## src/rtl/master_arb_ctrl_pkg.sv

```systemverilog
// Shared definitions for the master-side arbiter link controller: FSM states, frame and code
// constants.
package master_arb_ctrl_pkg;

  typedef enum logic [2:0] {
    StIdle,
    StReqTx,
    StWaitGrant,
    StAckTx,
    StCom,
    StEndTx,
    StHoldTx,
    StWaitRegrant
  } mac_state_e;

  localparam logic [2:0] REQ_START  = 3'b111;
  localparam logic [2:0] ACK_FRAME  = 3'b101;
  localparam logic [3:0] END_FRAME  = 4'b0110;
  localparam logic [3:0] HOLD_FRAME = 4'b0100;

  localparam logic [1:0] CODE_GRANT   = 2'b11;
  localparam logic [1:0] CODE_PREEMPT = 2'b10;

endpackage

```

## src/rtl/master_arb_ctrl_if.sv

```systemverilog
// Core/arbiter-facing signal bundle of one master link controller.
interface master_arb_ctrl_if #(
  parameter int unsigned S_ID_WIDTH = 2
) ();
  logic                  req;
  logic [S_ID_WIDTH-1:0] req_slave;
  logic                  end_com;
  logic                  hold_ack;
  logic                  arb_in;
  logic                  arb_out;
  logic                  busy;
  logic                  granted;
  logic                  preempt_pend;
  logic                  held;
  logic                  done;

  // Core and arbiter side.
  modport master (
    output req, req_slave, end_com, hold_ack, arb_in,
    input  arb_out, busy, granted, preempt_pend, held, done
  );

  // Controller side.
  modport slave (
    input  req, req_slave, end_com, hold_ack, arb_in,
    output arb_out, busy, granted, preempt_pend, held, done
  );
endinterface

```

## src/rtl/master_arb_ctrl_rx.sv

```systemverilog
// Decoder for arbiter-to-master frames: start bit, 2-bit code, one-cycle result pulse.
module arb_frame_rx
  import master_arb_ctrl_pkg::*;
(
  input  logic clk,
  input  logic rstN,
  input  logic arb_i,
  output logic grant_p_o,
  output logic preempt_p_o
);
  logic [1:0] cnt_q, cnt_d;
  logic       code_hi_q, code_hi_d;
  logic       grant_q, grant_d;
  logic       preempt_q, preempt_d;

  always_comb begin
    cnt_d     = cnt_q;
    code_hi_d = code_hi_q;
    grant_d   = 1'b0;
    preempt_d = 1'b0;
    unique case (cnt_q)
      2'd0: if (arb_i) cnt_d = 2'd1;
      2'd1: begin
        code_hi_d = arb_i;
        cnt_d     = 2'd2;
      end
      2'd2: begin
        cnt_d     = 2'd0;
        grant_d   = ({code_hi_q, arb_i} == CODE_GRANT);
        preempt_d = ({code_hi_q, arb_i} == CODE_PREEMPT);
      end
      default: cnt_d = 2'd0;
    endcase
  end

  always_ff @(posedge clk or negedge rstN) begin
    if (!rstN) begin
      cnt_q     <= 2'd0;
      code_hi_q <= 1'b0;
      grant_q   <= 1'b0;
      preempt_q <= 1'b0;
    end else begin
      cnt_q     <= cnt_d;
      code_hi_q <= code_hi_d;
      grant_q   <= grant_d;
      preempt_q <= preempt_d;
    end
  end

  assign grant_p_o   = grant_q;
  assign preempt_p_o = preempt_q;
endmodule

```

## src/rtl/master_arb_ctrl.sv

```systemverilog
// Per-master serial link controller: sends REQ/ACK/END/HOLD frames, reacts to GRANT/PREEMPT.
module master_arb_ctrl
  import master_arb_ctrl_pkg::*;
#(
  parameter int unsigned NO_SLAVES  = 3,
  parameter int unsigned S_ID_WIDTH = $clog2(NO_SLAVES + 1)
) (
  input logic              clk,
  input logic              rstN,
  master_arb_ctrl_if.slave bus
);
  localparam int unsigned FrameW = 3 + S_ID_WIDTH + 1;
  localparam int unsigned CntW   = $clog2(FrameW);
  typedef logic [CntW-1:0] cnt_t;

  mac_state_e            state_q, state_d;
  cnt_t                  cnt_q, cnt_d;
  logic [FrameW-1:0]     sh_q, sh_d;
  logic [S_ID_WIDTH-1:0] id_q, id_d;
  logic arb_out_q, arb_out_d, busy_q, busy_d, granted_q, granted_d;
  logic pend_q, pend_d, held_q, held_d, done_q, done_d;
  logic grant_p, preempt_p;

  arb_frame_rx u_rx (
    .clk        (clk),
    .rstN       (rstN),
    .arb_i      (bus.arb_in),
    .grant_p_o  (grant_p),
    .preempt_p_o(preempt_p)
  );

  always_ff @(posedge clk or negedge rstN) begin
    if (!rstN) begin
      state_q   <= StIdle;
      cnt_q     <= '0;
      sh_q      <= '0;
      id_q      <= '0;
      arb_out_q <= 1'b0;
      busy_q    <= 1'b0;
      granted_q <= 1'b0;
      pend_q    <= 1'b0;
      held_q    <= 1'b0;
      done_q    <= 1'b0;
    end else begin
      state_q   <= state_d;
      cnt_q     <= cnt_d;
      sh_q      <= sh_d;
      id_q      <= id_d;
      arb_out_q <= arb_out_d;
      busy_q    <= busy_d;
      granted_q <= granted_d;
      pend_q    <= pend_d;
      held_q    <= held_d;
      done_q    <= done_d;
    end
  end

  // Frames are loaded MSB-first into sh on entry to a TX state and shifted one bit per cycle.
  always_comb begin
    state_d = state_q;
    cnt_d   = '0;
    sh_d    = sh_q << 1;
    id_d    = id_q;
    unique case (state_q)
      StIdle: if (bus.req) begin
        state_d = StReqTx;
        id_d    = bus.req_slave;
        sh_d    = {REQ_START, bus.req_slave, 1'b0};
      end
      StReqTx: begin
        if (cnt_q == cnt_t'(FrameW - 1)) state_d = StWaitGrant;
        else cnt_d = cnt_q + 1'b1;
      end
      StWaitGrant, StWaitRegrant: if (grant_p) begin
        state_d = StAckTx;
        sh_d    = {ACK_FRAME, {(FrameW - 3){1'b0}}};
      end
      StAckTx: begin
        if (cnt_q == cnt_t'(2)) state_d = StCom;
        else cnt_d = cnt_q + 1'b1;
      end
      StCom: begin
        if (bus.end_com) begin
          state_d = StEndTx;
          sh_d    = {END_FRAME, {(FrameW - 4){1'b0}}};
        end else if (bus.hold_ack && pend_q) begin
          state_d = StHoldTx;
          sh_d    = {HOLD_FRAME, {(FrameW - 4){1'b0}}};
        end
      end
      StEndTx: begin
        if (cnt_q == cnt_t'(3)) state_d = StIdle;
        else cnt_d = cnt_q + 1'b1;
      end
      StHoldTx: begin
        if (cnt_q == cnt_t'(3)) state_d = StWaitRegrant;
        else cnt_d = cnt_q + 1'b1;
      end
      default: state_d = StIdle;
    endcase
  end

  always_comb begin
    unique case (state_d)
      StReqTx, StAckTx, StEndTx, StHoldTx: arb_out_d = sh_d[FrameW-1];
      StCom:                               arb_out_d = 1'b1;
      default:                             arb_out_d = 1'b0;
    endcase
    busy_d    = (state_d != StIdle);
    granted_d = (state_d == StCom);
    held_d    = (state_d == StWaitRegrant);
    done_d    = (state_q == StEndTx) && (state_d == StIdle);
    pend_d    = pend_q;
    // Leaving COM through END drops any pending preempt; so does completing the HOLD frame.
    if ((state_q == StCom && state_d == StEndTx) ||
        (state_q == StHoldTx && state_d == StWaitRegrant)) begin
      pend_d = 1'b0;
    end else if (preempt_p && (state_q == StAckTx || state_q == StCom)) begin
      pend_d = 1'b1;
    end
  end

  assign bus.arb_out      = arb_out_q;
  assign bus.busy         = busy_q;
  assign bus.granted      = granted_q;
  assign bus.preempt_pend = pend_q;
  assign bus.held         = held_q;
  assign bus.done         = done_q;
endmodule

```

## src/flat_wrapper.sv

```systemverilog
// flat-port wrapper written by rule: the top's interface ports become plain ports
module master_arb_ctrl_flat import master_arb_ctrl_pkg::*;
#(
  parameter int unsigned NO_SLAVES  = 3,
  parameter int unsigned S_ID_WIDTH = $clog2(NO_SLAVES + 1)
)
  (clk, rstN, bus_req, bus_req_slave, bus_end_com, bus_hold_ack, bus_arb_in, bus_arb_out, bus_busy, bus_granted, bus_preempt_pend, bus_held, bus_done);
  master_arb_ctrl_if #(.S_ID_WIDTH(S_ID_WIDTH)) bus_i ();
  input logic clk;
  input logic rstN;
  input wire logic [$bits(bus_i.req)-1:0] bus_req;
  input wire logic [$bits(bus_i.req_slave)-1:0] bus_req_slave;
  input wire logic [$bits(bus_i.end_com)-1:0] bus_end_com;
  input wire logic [$bits(bus_i.hold_ack)-1:0] bus_hold_ack;
  input wire logic [$bits(bus_i.arb_in)-1:0] bus_arb_in;
  output wire logic [$bits(bus_i.arb_out)-1:0] bus_arb_out;
  output wire logic [$bits(bus_i.busy)-1:0] bus_busy;
  output wire logic [$bits(bus_i.granted)-1:0] bus_granted;
  output wire logic [$bits(bus_i.preempt_pend)-1:0] bus_preempt_pend;
  output wire logic [$bits(bus_i.held)-1:0] bus_held;
  output wire logic [$bits(bus_i.done)-1:0] bus_done;
  assign bus_i.req = bus_req;
  assign bus_i.req_slave = bus_req_slave;
  assign bus_i.end_com = bus_end_com;
  assign bus_i.hold_ack = bus_hold_ack;
  assign bus_i.arb_in = bus_arb_in;
  assign bus_arb_out = bus_i.arb_out;
  assign bus_busy = bus_i.busy;
  assign bus_granted = bus_i.granted;
  assign bus_preempt_pend = bus_i.preempt_pend;
  assign bus_held = bus_i.held;
  assign bus_done = bus_i.done;
  master_arb_ctrl #(.NO_SLAVES(NO_SLAVES), .S_ID_WIDTH(S_ID_WIDTH)) u_core (.clk(clk), .rstN(rstN), .bus(bus_i));
endmodule
```

## config.mk

```make
export PLATFORM = sky130hd
export DESIGN_NAME = master_arb_ctrl_flat
export DESIGN_NICKNAME = d
export VERILOG_FILES = /design/src/rtl/master_arb_ctrl_pkg.sv /design/src/rtl/master_arb_ctrl_if.sv /design/src/rtl/master_arb_ctrl_rx.sv /design/src/rtl/master_arb_ctrl.sv /design/src/flat_wrapper.sv
export SDC_FILE = /design/constraint.sdc
export NUM_CORES = 1
export LEC_CHECK = 0
export ABC_CLOCK_PERIOD_IN_PS = 2840
export CAP_MARGIN = 15
export CORE_ASPECT_RATIO = 0.7
export CORE_MARGIN = 1.5
export CORE_UTILIZATION = 40
export DETAILED_ROUTE_END_ITERATION = 12
export PLACE_DENSITY_LB_ADDON = 0.1
export SYNTH_ARGS = -nofsm -noshare
export SYNTH_HDL_FRONTEND = slang
export SYNTH_SLANG_ARGS = --single-unit
```

## constraint.sdc

```tcl
create_clock -name clk -period 2.84 [get_ports clk]
set_input_delay 0.568 -clock clk [delete_from_list [all_inputs] [get_ports clk]]
set_output_delay 0.568 -clock clk [all_outputs]
set_load 0.05 [all_outputs]
```

==> impl_metrics.json, run 1 <==
{
  "firstDrtPassIters": 4,
  "synth_top_area_cell": "dfrtp_1",
  "dpl_cell_area_mm2": 0.00128,
  "grt_max_degree": 22,
  "die_h_um": 47.4,
  "reg2reg_depth": 7,
  "routed-wl-met3_um": 54,
  "post_cts_resize_count": 0,
  "clk_pin_slew_ns": 0.08,
  "synth_top_area_share_pct": 46.6,
  "wl_per_cell_um": 14.5,
  "multi_input_area_um2": 552,
  "drt-total-wl_um": 2250,
  "grt.overflow.total": 0,
  "finClkSkew_ns": 0.00240,
  "drc_errors": 0,
  "area_delta_synth_final_pct": 17.6,
  "max_cap_violations": 0,
  "track_usage_pct": 17.1,
  "layout-drive-gt1-share_pct": 10.7,
  "setup_slack_ns": 0.698,
  "max_slew.worst_pin.slew_ns": 0.720,
  "clk_latency_ns": 0.26,
  "synth-seq-area-share_pct": 46.6,
  "synth_area_mm2": 0.00113,
  "finalHoldViolations": 0,
  "worstPathMaxFanout": 4,
  "cts_buffer_depth": 2,
  "period_needed_ns": 2.14,
  "cts_tree": "built",
  "syn_inst": 108,
  "dieArea_mm2": 0.00315,
  "clkSinkCount": 21,
  "first_global_vias": 804,
  "relSlewSlack_pct": 52.0,
  "antenna_found_initial": 0,
  "period_share_pct": 75.4,
  "ant_nets": 0,
  "ir_worst_vdd_mv": 0.276,
  "fin_tns_setup_ns": 0,
  "p_per_area_mw_per_mm2": 729,
  "gp_congestion": 0.801,
  "seq_area_um2": 526,
  "required_ns": 3.02,
  "p_leak_nw": 0.567,
  "hpwl_um": 1670,
  "cp.arrival_ns": 2.33,
  "rows": 15,
  "synthesis.nets": 121,
  "drt_iter0_markers": 74,
  "criticalPathCategory": "flip-flop to flip-flop",
  "ys_ff_latch": 21,
  "hold_path_depth": 1,
  "core_mm2": 0.00257,
  "cp-start-kind": "flip-flop",
  "async_reset_ff_share_pct": 100,
  "final-max-slew-violation-count": 0,
  "fillers": 233,
  "grt_pass1_wl_um": 3900,
  "finalSetupViolations": 0,
  "initial_core_util_pct": 43.8,
  "cts_made_buffers": 3,
  "ctsHoldBuffers": 0,
  "via_per_inst": 5.42,
  "antenna_cells": 0,
  "fmax_mhz": 467,
  "hold_class": "flip-flop to flip-flop",
  "post_synth_num_cell_types": 40,
  "fin_area_mm2": 0.00133,
  "io_buffers": 13,
  "top_layer_used": "met4",
  "die_x_um": 66.5,
  "yosysMostFrequentCell": "dfrtp_1",
  "htreeDepth": 1,
  "synth_edf_count": 0,
  "postSynthAreaPerCell_um2": 10.4,
  "wl_met2_um": 937,
  "rsz0062_at_grt": "false",
  "synth_area_leaders": "dfrtp_1 (47%), ha_1 (5.5%), mux2i_1 (3.6%)",
  "final_nets": 135,
  "synth_common_cells": "dfrtp_1 (21), nand2_1 (8), o21ai_0 (6)",
  "io_pins": 14,
  "cp-end-kind": "flip-flop",
  "clock-root-buffer": "clkbuf_8",
  "post-place-ws_ns": 0.575,
  "met1_length_um": 1250,
  "cts_setup_buffers": 0,
  "vias": 840,
  "yosysWarningCount": 0,
  "status": "complete, no violations",
  "synth_ff_type": "dfrtp_1"
}
## layout make-up
type                            count  share of cell area (%)
Tap cell                           34                    3.21
Clock inverter                      1                   0.377
Clock buffer                        3                    3.11
Inverter                            4                    1.13
Multi-Input combinational cell     77                    41.6
Sequential cell                    21                    39.6
Timing Repair Buffer               15                    10.9
## worst max-delay path: stages, from the launching register on
cell	delay, ns
dfrtp_1	0.41
ha_1	0.23
ha_1	0.25
mux2_2	0.29
a221oi_2	0.29
a21oi_2	0.14
or3_4	0.35
nor3_2	0.10
## power breakdown
part           switching, mW  leakage (nW)  internal (mW)
sequential            0.0774         0.263          0.347
combinational          0.195         0.279          0.152
clock                 0.0969        0.0255         0.0977
total                  0.370         0.567          0.597
## cell families after synthesis
group / synth area share, %
and+or+nand+nor: 21.0
AOI/OAI and AO/OA: 16.1
DFF: 46.6
buffers and inverters: 4.44
muxes: 5.55
adders and majority gates: 5.55
xor gates and xnor gates: 0.777
## worst paths after layout
check / from / slack (ns) / to
max: u_core.cnt_q[0]$_DFF_PN0_ / 0.70 / u_core.bus.done$_DFF_PN0_
min: u_core.u_rx.cnt_q[1]$_DFFE_PN0P_ / 0.47 / u_core.u_rx.cnt_q[0]$_DFFE_PN0P_
max reg2reg: u_core.cnt_q[0]$_DFF_PN0_ / 0.70 / u_core.bus.done$_DFF_PN0_
min reg2reg: u_core.u_rx.cnt_q[1]$_DFFE_PN0P_ / 0.47 / u_core.u_rx.cnt_q[0]$_DFFE_PN0P_
max in group asynchronous: rstN / 1.97 / u_core.u_rx.grant_p_o$_DFF_PN0_
min in group asynchronous: rstN / 0.65 / u_core.sh_q[2]$_DFF_PN0_
## metrics by stage
| step | hold slack [ns] | instances | power, mW | utilization (%) |
|---|---|---|---|---|
| after global routing | 0.508 | 155 | 1.04 | 51.6 |
| final | 0.467 | 155 | 0.967 | 51.6 |
| after floorplan | 0.272 | 108 | 0.691 | - |
| after global placement | 0.450 | 151 | 0.767 | 49.8 |
| after CTS | 0.473 | 155 | 0.977 | 51.6 |
| after detailed placement | 0.469 | 151 | 0.777 | 49.8 |
## metal layers
layer | track usage [%] | up-vias
met5 | 0 | -
met4 | 2.45 | 0
met3 | 4.94 | 2
met2 | 27.0 | 8
met1 | 24.4 | 409
li1 | - | 421
## registers in the layout, summed over array words and instances, names as in the netlist
signal	count
u_core.bus.done	1
u_core.cnt_q	3
u_core.bus.busy	1
u_core.u_rx.grant_p_o	1
u_core.u_rx.cnt_q	2
u_core.bus.preempt_pend	1
u_core.u_rx.preempt_p_o	1
u_core.bus.granted	1
u_core.u_rx.code_hi_q	1
u_core.state_q	3
u_core.bus.held	1
u_core.sh_q	4
u_core.bus.arb_out	1
## placed cells by master (no fill, tap or decap), types with 2 or more instances in the layout
| cell | netlist | final |
|---|---|---|
| clkbuf_8 | 0 | 3 |
| nand2b_1 | 3 | 3 |
| o21ai_0 | 6 | 6 |
| a21oi_1 | 4 | 4 |
| nand3b_1 | 2 | 2 |
| nor2b_1 | 3 | 3 |
| mux2_2 | 2 | 2 |
| buf_4 | 0 | 2 |
| nand2_1 | 8 | 8 |
| ha_1 | 5 | 5 |
| clkdlybuf4s50_1 | 0 | 13 |
| dfrtp_1 | 21 | 21 |
| and3_1 | 2 | 2 |
| nor3b_1 | 4 | 4 |
| inv_1 | 4 | 4 |
| mux2i_1 | 4 | 4 |
| a31oi_1 | 3 | 3 |
| nor2_1 | 5 | 5 |
| nand3_1 | 4 | 4 |
| nor3_1 | 2 | 2 |
Note: power is estimated with default switching activity, not from simulation.
==> inputs of run 2 (changes only) <==
Settings changed: ABC_CLOCK_PERIOD_IN_PS 2840 to 1900.
Clock period 2.84 ns to 1.9 ns, I/O delays scaled along.
==> run 2 against run 1 <==
The flow now finishes with violations (negative setup slack). Combinational power rose by 130%. Wire length rose by 21%. Global-route usage rose by 2.3 points. Maximum frequency is 8.5% higher. Sequential power up 41%. Clock power up 57%. Register-to-register slack lost 0.77 ns. Via count up 16%. Power up 75%. Design area increased by 17%. Clock skew increased by 0.0030 ns.
==> impl_metrics.json, run 2 (synthesis results as in run 1) <==
{
  "status": "complete, but fails checks",
  "violations": "negative setup slack",
  "vias": 972,
  "p_leak_nw": 0.684,
  "rows": 15,
  "largest_register": "u_core.sh_q",
  "slowest_stage": "dfrtp_1",
  "final_common_cell": "buf_4",
  "gp_congestion": 0.865,
  "r2r_start": "u_core.cnt_q[0]$_DFF_PN0_",
  "clk_latency_ns": 0.27,
  "finalHoldViolations": 0,
  "cts_tree": "built",
  "io_buffers": 13,
  "hold_class": "primary input to async pin",
  "reg2reg_depth": 9,
  "grt.overflow.total": 0,
  "die_h_um": 47.4,
  "finClkSkew_ns": 0.00537,
  "cts_buffer_depth": 2,
  "ant_nets": 0,
  "first_global_vias": 879,
  "drt-total-wl_um": 2730,
  "grt_max_degree": 22,
  "firstDrtPassIters": 4,
  "ir_worst_vdd_mv": 0.662,
  "timing.hold.ws_ns": 0.447,
  "setup_slack_ns": -0.0738,
  "clkSinkCount": 21,
  "largest_registers": "u_core.sh_q x4, u_core.cnt_q x3, u_core.state_q x3",
  "largest_reg_flops": 4,
  "power_mw": 1.69,
  "clk_pin_slew_ns": 0.08,
  "cp_common_cell": "buf_4",
  "required_ns": 2.09,
  "cpPeakStageDelay_ns": 0.43,
  "io_pins": 14,
  "grt_pass1_wl_um": 4330,
  "finalSetupViolations": 3,
  "final_cell_mix": "buf_4 (27), dfrtp_1 (21), clkdlybuf4s50_1 (12)",
  "layout-drive-gt1-share_pct": 29.7,
  "criticalPathCategory": "flip-flop to flip-flop",
  "r2r_setup_slack_ns": -0.07,
  "regToRegEndpoint": "u_core.bus.done$_DFF_PN0_",
  "max_slew.worst_pin.slew_ns": 0.512,
  "antenna_found_initial": 0,
  "period_share_pct": 104,
  "rsz0062_at_grt": "true",
  "max_cap_violations": 0,
  "initial_core_util_pct": 43.8,
  "relSlewSlack_pct": 65.7,
  "antenna_cells": 0,
  "drt_iter0_markers": 107,
  "cp_cell_sequence": "buf_4 > buf_4 > inv_1 > ha_1 > nand3b_1 > a32oi_1 > nand2_1 > or3_4 > nor3_2",
  "period_needed_ns": 1.97,
  "cp-start-kind": "flip-flop",
  "via_per_inst": 5.43,
  "wl_per_cell_um": 15.2,
  "drc_errors": 0,
  "cp.arrival_ns": 2.16,
  "cp-end-kind": "flip-flop",
  "area_delta_synth_final_pct": 38.2,
  "track_usage_pct": 19.4,
  "fmax_mhz": 507,
  "final-max-slew-violation-count": 0,
  "clock-root-buffer": "clkbuf_8",
  "final_nets": 159,
  "dieArea_mm2": 0.00315,
  "worstPathMaxFanout": 3,
  "htreeDepth": 1,
  "core_mm2": 0.00257,
  "ctsHoldBuffers": 0,
  "die_x_um": 66.5,
  "hpwl_um": 1950,
  "cts_made_buffers": 3,
  "p_per_area_mw_per_mm2": 1090,
  "fin_tns_setup_ns": -0.104
}
run 2: repair_timing:
item | in CTS | in global routing
pin swaps | 3 | 1
buffers inserted | 2 | 1
resized for setup | 1 | 5
endpoints found under the setup margin | 3 | 5
run 2: routing by layer:
metal	up-vias	global-route usage (%)	share of wire, %	wire length, um
met3	2	4.94	6.1	167
met2	27	32.0	46	1240
li1	467	-	-	-
met4	0	4.90	0.51	14
met1	476	26.3	48	1300
met5	-	0	0	0
run 2: layout make-up:
cell class	count	area, um2
repair buffers	39	323
inverters	4	15.0
flip-flops and latches	21	526
well taps	34	42.5
multi-input cells	77	603
clock buffers	3	41.3
fillers	214	1010
clock inverters	1	7.51
run 2: how the worst max path moves through the flow:
stage / start / end
2_1_floorplan: u_core.cnt_q[0]$_DFF_PN0_ / u_core.bus.done$_DFF_PN0_
3_3_place_gp: bus_end_com / u_core.bus.done$_DFF_PN0_
3_5_place_dp: bus_end_com / u_core.bus.done$_DFF_PN0_
4_1_cts: u_core.cnt_q[0]$_DFF_PN0_ / u_core.bus.done$_DFF_PN0_
5_1_grt: u_core.cnt_q[0]$_DFF_PN0_ / u_core.bus.done$_DFF_PN0_
6_report: u_core.cnt_q[0]$_DFF_PN0_ / u_core.bus.done$_DFF_PN0_
run 2: worst max-delay path: cells and delay by family, from the launching register on:
| kind | cells | cell delay [ns] |
|---|---|---|
| simple gates | 4 | 0.77 |
| buf+inv | 3 | 0.34 |
| fa+ha+maj | 1 | 0.19 |
| compound gates | 1 | 0.17 |
| flops | 1 | 0.43 |
run 2: report_power, final:
part | internal [mW] | leakage, nW | switching (mW)
clock network | 0.148 | 0.0217 | 0.158
registers | 0.520 | 0.263 | 0.0790
logic | 0.391 | 0.399 | 0.397
run 2: stage by stage:
step           cells  utilization (%)  instance area, um2  setup slack [ns]
6_report         179             60.6                1560           -0.0738
5_1_grt          179             60.6                1560            -0.143
4_1_cts          178             59.3                1530           -0.0828
3_5_place_dp     172             56.4                1450            -0.116
3_3_place_gp     172             56.4                1450            -0.114
2_1_floorplan    108                -                1140           -0.0192
==> inputs of run 3 (changes only) <==
Settings changed: CORE_ASPECT_RATIO 0.7 to not set.
==> run 3 against run 2 <==
The flow still finishes with violations (negative setup slack). Register-to-register slack about the same. Die area down 0.17%. Sequential power down 1%. Critical endpoint unchanged. Highest routed layer unchanged.
==> impl_metrics.json, run 3 (synthesis results as in run 1) <==
{
  "status": "complete, but fails checks",
  "violations": "negative setup slack",
  "worstPathMaxFanout": 3,
  "vias": 917,
  "fin_tns_setup_ns": -0.0723,
  "final_util_pct": 54.5,
  "r2r_setup_slack_ns": -0.06,
  "finClkSkew_ns": 0.00582,
  "die_h_um": 56.1,
  "cp.arrival_ns": 2.20,
  "wl_per_cell_um": 14.7,
  "seqPwrFrac_pct": 38.8,
  "first_global_vias": 912,
  "htreeDepth": 1,
  "grt_max_degree": 22,
  "period_share_pct": 103,
  "initial_core_util_pct": 41.6,
  "track_usage_pct": 17.6,
  "die_x_um": 56.1,
  "cp-end-kind": "flip-flop",
  "clk_pin_slew_ns": 0.12,
  "via_per_inst": 5.43,
  "io_pins": 14,
  "drt_iter0_markers": 26,
  "clkPwrFrac_pct": 14.6,
  "relSlewSlack_pct": 66.8,
  "gp_congestion": 0.818,
  "dp.cells": 163,
  "final_common_cell": "dfrtp_1",
  "period_needed_ns": 1.96,
  "clk_latency_ns": 0.31,
  "antenna_found_initial": 0,
  "hold_class": "primary input to async pin",
  "power_mw": 1.52,
  "max_cap_violations": 0,
  "setup_slack_ns": -0.0617,
  "cp-start-kind": "flip-flop",
  "clkSinkCount": 21,
  "regToRegEndpoint": "u_core.bus.done$_DFF_PN0_",
  "rows": 19,
  "final_nets": 152,
  "cts_buffer_depth": 2,
  "antenna_cells": 0,
  "cts_tree": "built",
  "largest_register": "u_core.sh_q",
  "ctsHoldBuffers": 0,
  "swShare_pct": 39.1,
  "dieArea_mm2": 0.00315,
  "fin_cells": 169,
  "cts_made_buffers": 3,
  "p_per_area_mw_per_mm2": 1030,
  "drt-total-wl_um": 2480,
  "layout-drive-gt1-share_pct": 25.4,
  "grt.overflow.total": 0,
  "required_ns": 2.14,
  "fmax_mhz": 510,
  "core_mm2": 0.00271,
  "rsz0062_at_grt": "true",
  "r2r_start": "u_core.cnt_q[0]$_DFF_PN0_",
  "p_leak_nw": 0.649,
  "largest_reg_flops": 4,
  "final-max-slew-violation-count": 0,
  "grt_pass1_wl_um": 4310,
  "firstDrtPassIters": 4,
  "reg2reg_depth": 7,
  "p_int_mw": 0.928,
  "clock-root-buffer": "clkbuf_4",
  "finalHoldViolations": 0,
  "largest_registers": "u_core.sh_q x4, u_core.cnt_q x3, u_core.state_q x3",
  "final_cell_mix": "dfrtp_1 (21), buf_4 (20), clkdlybuf4s50_1 (12)",
  "max_slew.worst_pin.slew_ns": 0.497,
  "criticalPathCategory": "flip-flop to flip-flop",
  "p_comb_share_pct": 46.7,
  "switchingPower_mw": 0.596,
  "area_delta_synth_final_pct": 31.1,
  "finalSetupViolations": 2,
  "io_buffers": 13,
  "drc_errors": 0,
  "ir_worst_vdd_mv": 0.609,
  "hpwl_um": 1740,
  "ant_nets": 0
}
-- run 3: changes by cell type in the layout (fill, tap and decap cells not counted), sizes merged --
| cell | before | now |
|---|---|---|
| clkinvlp | 1 | 0 |
| buf | 27 | 20 |
| clkinv | 0 | 1 |
-- run 3: worst max path at each step --
stage | cells after the start | to | from
after floorplan | 7 | u_core.bus.done$_DFF_PN0_ | u_core.cnt_q[0]$_DFF_PN0_
after global placement | 7 | u_core.bus.done$_DFF_PN0_ | u_core.cnt_q[1]$_DFF_PN0_
after detailed placement | 7 | u_core.bus.done$_DFF_PN0_ | u_core.cnt_q[1]$_DFF_PN0_
after CTS | 7 | u_core.bus.done$_DFF_PN0_ | u_core.cnt_q[0]$_DFF_PN0_
after global routing | 7 | u_core.bus.done$_DFF_PN0_ | u_core.cnt_q[0]$_DFF_PN0_
final | 7 | u_core.bus.done$_DFF_PN0_ | u_core.cnt_q[0]$_DFF_PN0_
-- run 3: routing by layer --
metal,part of all wire (%),vias up,GRT usage [%]
met5,0,-,0
met4,1.2,0,6.80
met3,3.1,4,3.02
met2,49,17,27.1
met1,47,445,24.9
li1,-,451,-
-- run 3: power groups by stage --
stage / logic, mW / registers [mW] / clock network, mW
after floorplan: 0.389 / 0.649 / 0
after global placement: 0.653 / 0.589 / 0
after detailed placement: 0.664 / 0.592 / 0
after CTS: 0.706 / 0.589 / 0.238
after global routing: 0.780 / 0.604 / 0.249
final: 0.711 / 0.591 / 0.222
-- run 3: critical path, stage by stage (launching register included) --
cell and delay, ns:
dfrtp_1 0.43, ha_4 0.19, ha_4 0.16, mux2_4 0.31, a221oi_4 0.25, a21oi_2 0.12
or3_4 0.35, nor3_2 0.10
-- run 3: cell type report --
type	count	area, um2
Sequential cell	21	526
Fill cell	261	1230
Multi-Input combinational cell	77	601
Inverter	4	15.0
Clock inverter	1	5.00
Tap cell	31	38.8
Timing Repair Buffer	32	270
Clock buffer	3	22.5
-- run 3: timing repair --
action                     CTS  global route
resized for setup            3             2
setup buffers                2             0
setup endpoints to repair    5             5
pin swaps                    4             1
-- run 3: stage by stage --
stage	instance area (um2)	setup WS, ns	hold WS (ns)
CTS	1470	-0.0563	0.388
global route	1480	-0.156	0.403
global placement	1400	-0.0521	0.451
floorplan	1140	-0.0192	0.0844
finish	1480	-0.0617	0.390
detailed placement	1400	-0.0930	0.451
==> variant, RTL diff (config.mk and constraints of run 3) <==
`NO_SLAVES` is set to 3 in 2 places; all go to 6.
--- a/src/rtl/master_arb_ctrl.sv
+++ b/src/rtl/master_arb_ctrl.sv
@@ -2,7 +2,7 @@
 module master_arb_ctrl
   import master_arb_ctrl_pkg::*;
 #(
-  parameter int unsigned NO_SLAVES  = 3,
+  parameter int unsigned NO_SLAVES  = 6,
   parameter int unsigned S_ID_WIDTH = $clog2(NO_SLAVES + 1)
 ) (
   input logic              clk,
--- a/src/flat_wrapper.sv
+++ b/src/flat_wrapper.sv
@@ -1,7 +1,7 @@
 // flat-port wrapper written by rule: the top's interface ports become plain ports
 module master_arb_ctrl_flat import master_arb_ctrl_pkg::*;
 #(
-  parameter int unsigned NO_SLAVES  = 3,
+  parameter int unsigned NO_SLAVES  = 6,
   parameter int unsigned S_ID_WIDTH = $clog2(NO_SLAVES + 1)
 )
   (clk, rstN, bus_req, bus_req_slave, bus_end_com, bus_hold_ack, bus_arb_in, bus_arb_out, bus_busy, bus_granted, bus_preempt_pend, bus_held, bus_done);
Interface: changed (resized bus_req_slave); port bits go from 14 to 15. No check against the original RTL was run, so the function may have changed too.
==> variant against run 3 <==
Cell area is 8.5% lower. Setup slack better by 0.13 ns. Clock skew is 0.00075 ns higher. Count of clock-buffer cells in the layout is 1 higher. Total power is 24% higher. Wire length is 18% lower. Area after synthesis is 1.4% lower. Sequential cell count is 1 higher.
==> variant: results (changes against run 3) <==
slowest CP cell=clkdlybuf4s50_1; drt first-iter violations=12 (-54%); cts repair resizes=0 (-3); status=complete, no violations; later-pin clock latency in the skew report=0.31 ns (about the same); Routed WL=2040 um (-18%); Antenna diodes=0 (unchanged); worst slew pin tran=0.494 ns (-0.00245 ns); Post-DP HPWL=1520 um (-13%); Top Registers=u_core.sh_q (5), u_core.cnt_q (3), u_core.state_q (3); Largest Register=u_core.sh_q; VDD IR max=0.988 mV (+62%); Layout Nets=135 (-11%); Crit path max-delay family=buffers and inverters; H-tree levels=1 (unchanged); sequential share of the synthesized area=49.5% (+2.9 points); crit path max fanout=1 (-2); post-CTS setup buffers=0 (-2); top_reg_cell synth=dfrtp_1; vias in the first global route=764 (-16%); r2r worst-path depth=6 (-1); r2r setup slk=0.09 ns (+0.15 ns); Synth Warn #=0 (unchanged); share of cells above drive strength 1=19.8% (-5.5 points); cts bufs inserted=3 (unchanged); largest net degree at the start of global routing=23 (+4.5%); max incr delay on CP=0.80 ns (+0.37 ns); number of flops mapped to enable cells by yosys=0 (unchanged); skew final=0.00657 ns (+0.000753 ns); GRT Util Overall=14.4% (-3.2 points); FF-to-FF End=u_core.bus.arb_out$_DFF_PN0_; number of buffers added on ports=14 (+1); P_leak=0.000600 uW (-7.6%); total number of vias=812 (-11%); First-pass DRT Iterations=4 (unchanged); Placer Congestion=0.807 (-1.4%); Synth area leaders=dfrtp_1 (50%), ha_1 (4.5%), inv_1 (2.7%); initial antenna violation count=0 (unchanged); worst hold path class=in2async; Reg2Reg Launch Point=u_core.cnt_q[0]$_DFF_PN0_; Root Driver=clkbuf_4; Async SR Flop Fraction=100% (unchanged); Filler cells=230 (-12%); switching share of power=41.2% (+2.1 points); clock slew seen by the registers of the worst setup and hold paths=0.12 ns (about the same); first-pass GRT wire length=3570 um (-17%); most frequent cells after synthesis=dfrtp_1 (22), inv_1 (8), nand2_1 (6); Yosys cell types=42 (+5.0%); CTS max path bufs=2 (unchanged); Synthesized Nets=112 (-7.4%)
-- variant: changes by cell type in the layout (fill, tap and decap cells not counted), moves of 2 or more --
cell and change:
o21ai_0 -4, inv_1 +4, ha_4 -2, and2_1 +2, mux2i_1 -3, buf_4 -11
a32o_1 +2, nor2_1 -5, o21ai_1 +2, nand2_1 -2
-- variant: cell type report --
| type | instances | area (um2) | share of cell area [%] |
|---|---|---|---|
| flip-flops and latches | 22 | 551 | 40.7 |
| multi-input cells | 65 | 500 | 37.0 |
| clock buffers | 4 | 36.3 | 2.68 |
| well taps | 30 | 37.5 | 2.78 |
| repair buffers | 22 | 198 | 14.6 |
| inverters | 8 | 30.0 | 2.22 |
-- variant: cells by family (layout without fill, tap and decap cells) --
| kind of cell | after synthesis | after routing | share of synthesized area (%) |
|---|---|---|---|
| AO/OA/AOI/OAI | 23 | 23 | 16.2 |
| buffers and inverters | 12 | 34 | 5.40 |
| XOR/XNOR | 2 | 2 | 1.58 |
| AND/OR/NAND/NOR | 34 | 34 | 20.8 |
| flip-flops | 22 | 22 | 49.5 |
| adder cells (fa/ha/maj) | 4 | 4 | 4.50 |
| multiplexers | 2 | 2 | 1.91 |
-- variant: per-stage QoR --
step                instances  instance area (um2)  worst slack, ns  hold slack [ns]
finish                    151                 1350           0.0715            0.389
global route              151                 1350         0.000773            0.425
CTS                       151                 1350           0.0456            0.399
detailed placement        147                 1320            0.106            0.449
global placement          147                 1320            0.121            0.449
floorplan                  99                 1110            0.200           0.0844
-- variant: power groups by stage --
| stage | clock, uW | sequential [uW] | combinational (uW) |
|---|---|---|---|
| final | 255 | 732 | 908 |
| after detailed placement | 0 | 738 | 911 |
| after global routing | 284 | 753 | 992 |
| after global placement | 0 | 739 | 898 |
| after floorplan | 0 | 796 | 599 |
| after CTS | 269 | 729 | 914 |
-- variant: worst max path at each step --
| stage | start | endpoint | slack [ns] |
|---|---|---|---|
| after floorplan | u_core.cnt_q[0]$_DFF_PN0_ | u_core.bus.arb_out$_DFF_PN0_ | 0.20 |
| after global placement | bus_req | u_core.bus.arb_out$_DFF_PN0_ | 0.12 |
| after detailed placement | bus_req | u_core.bus.arb_out$_DFF_PN0_ | 0.11 |
| after CTS | u_core.bus.held$_DFF_PN0_ | bus_held | 0.05 |
| after global routing | u_core.cnt_q[0]$_DFF_PN0_ | u_core.bus.arb_out$_DFF_PN0_ | 0.0008 |
| final | u_core.bus.held$_DFF_PN0_ | bus_held | 0.07 |
-- variant: metal layers --
| layer | track usage, % | up-vias | part of all wire, % |
|---|---|---|---|
| li1 | - | 403 | - |
| met1 | 19.5 | 394 | 48 |
| met2 | 22.8 | 13 | 48 |
| met3 | 4.42 | 2 | 3.8 |
| met4 | 3.14 | 0 | 0.64 |
| met5 | 0 | - | 0 |
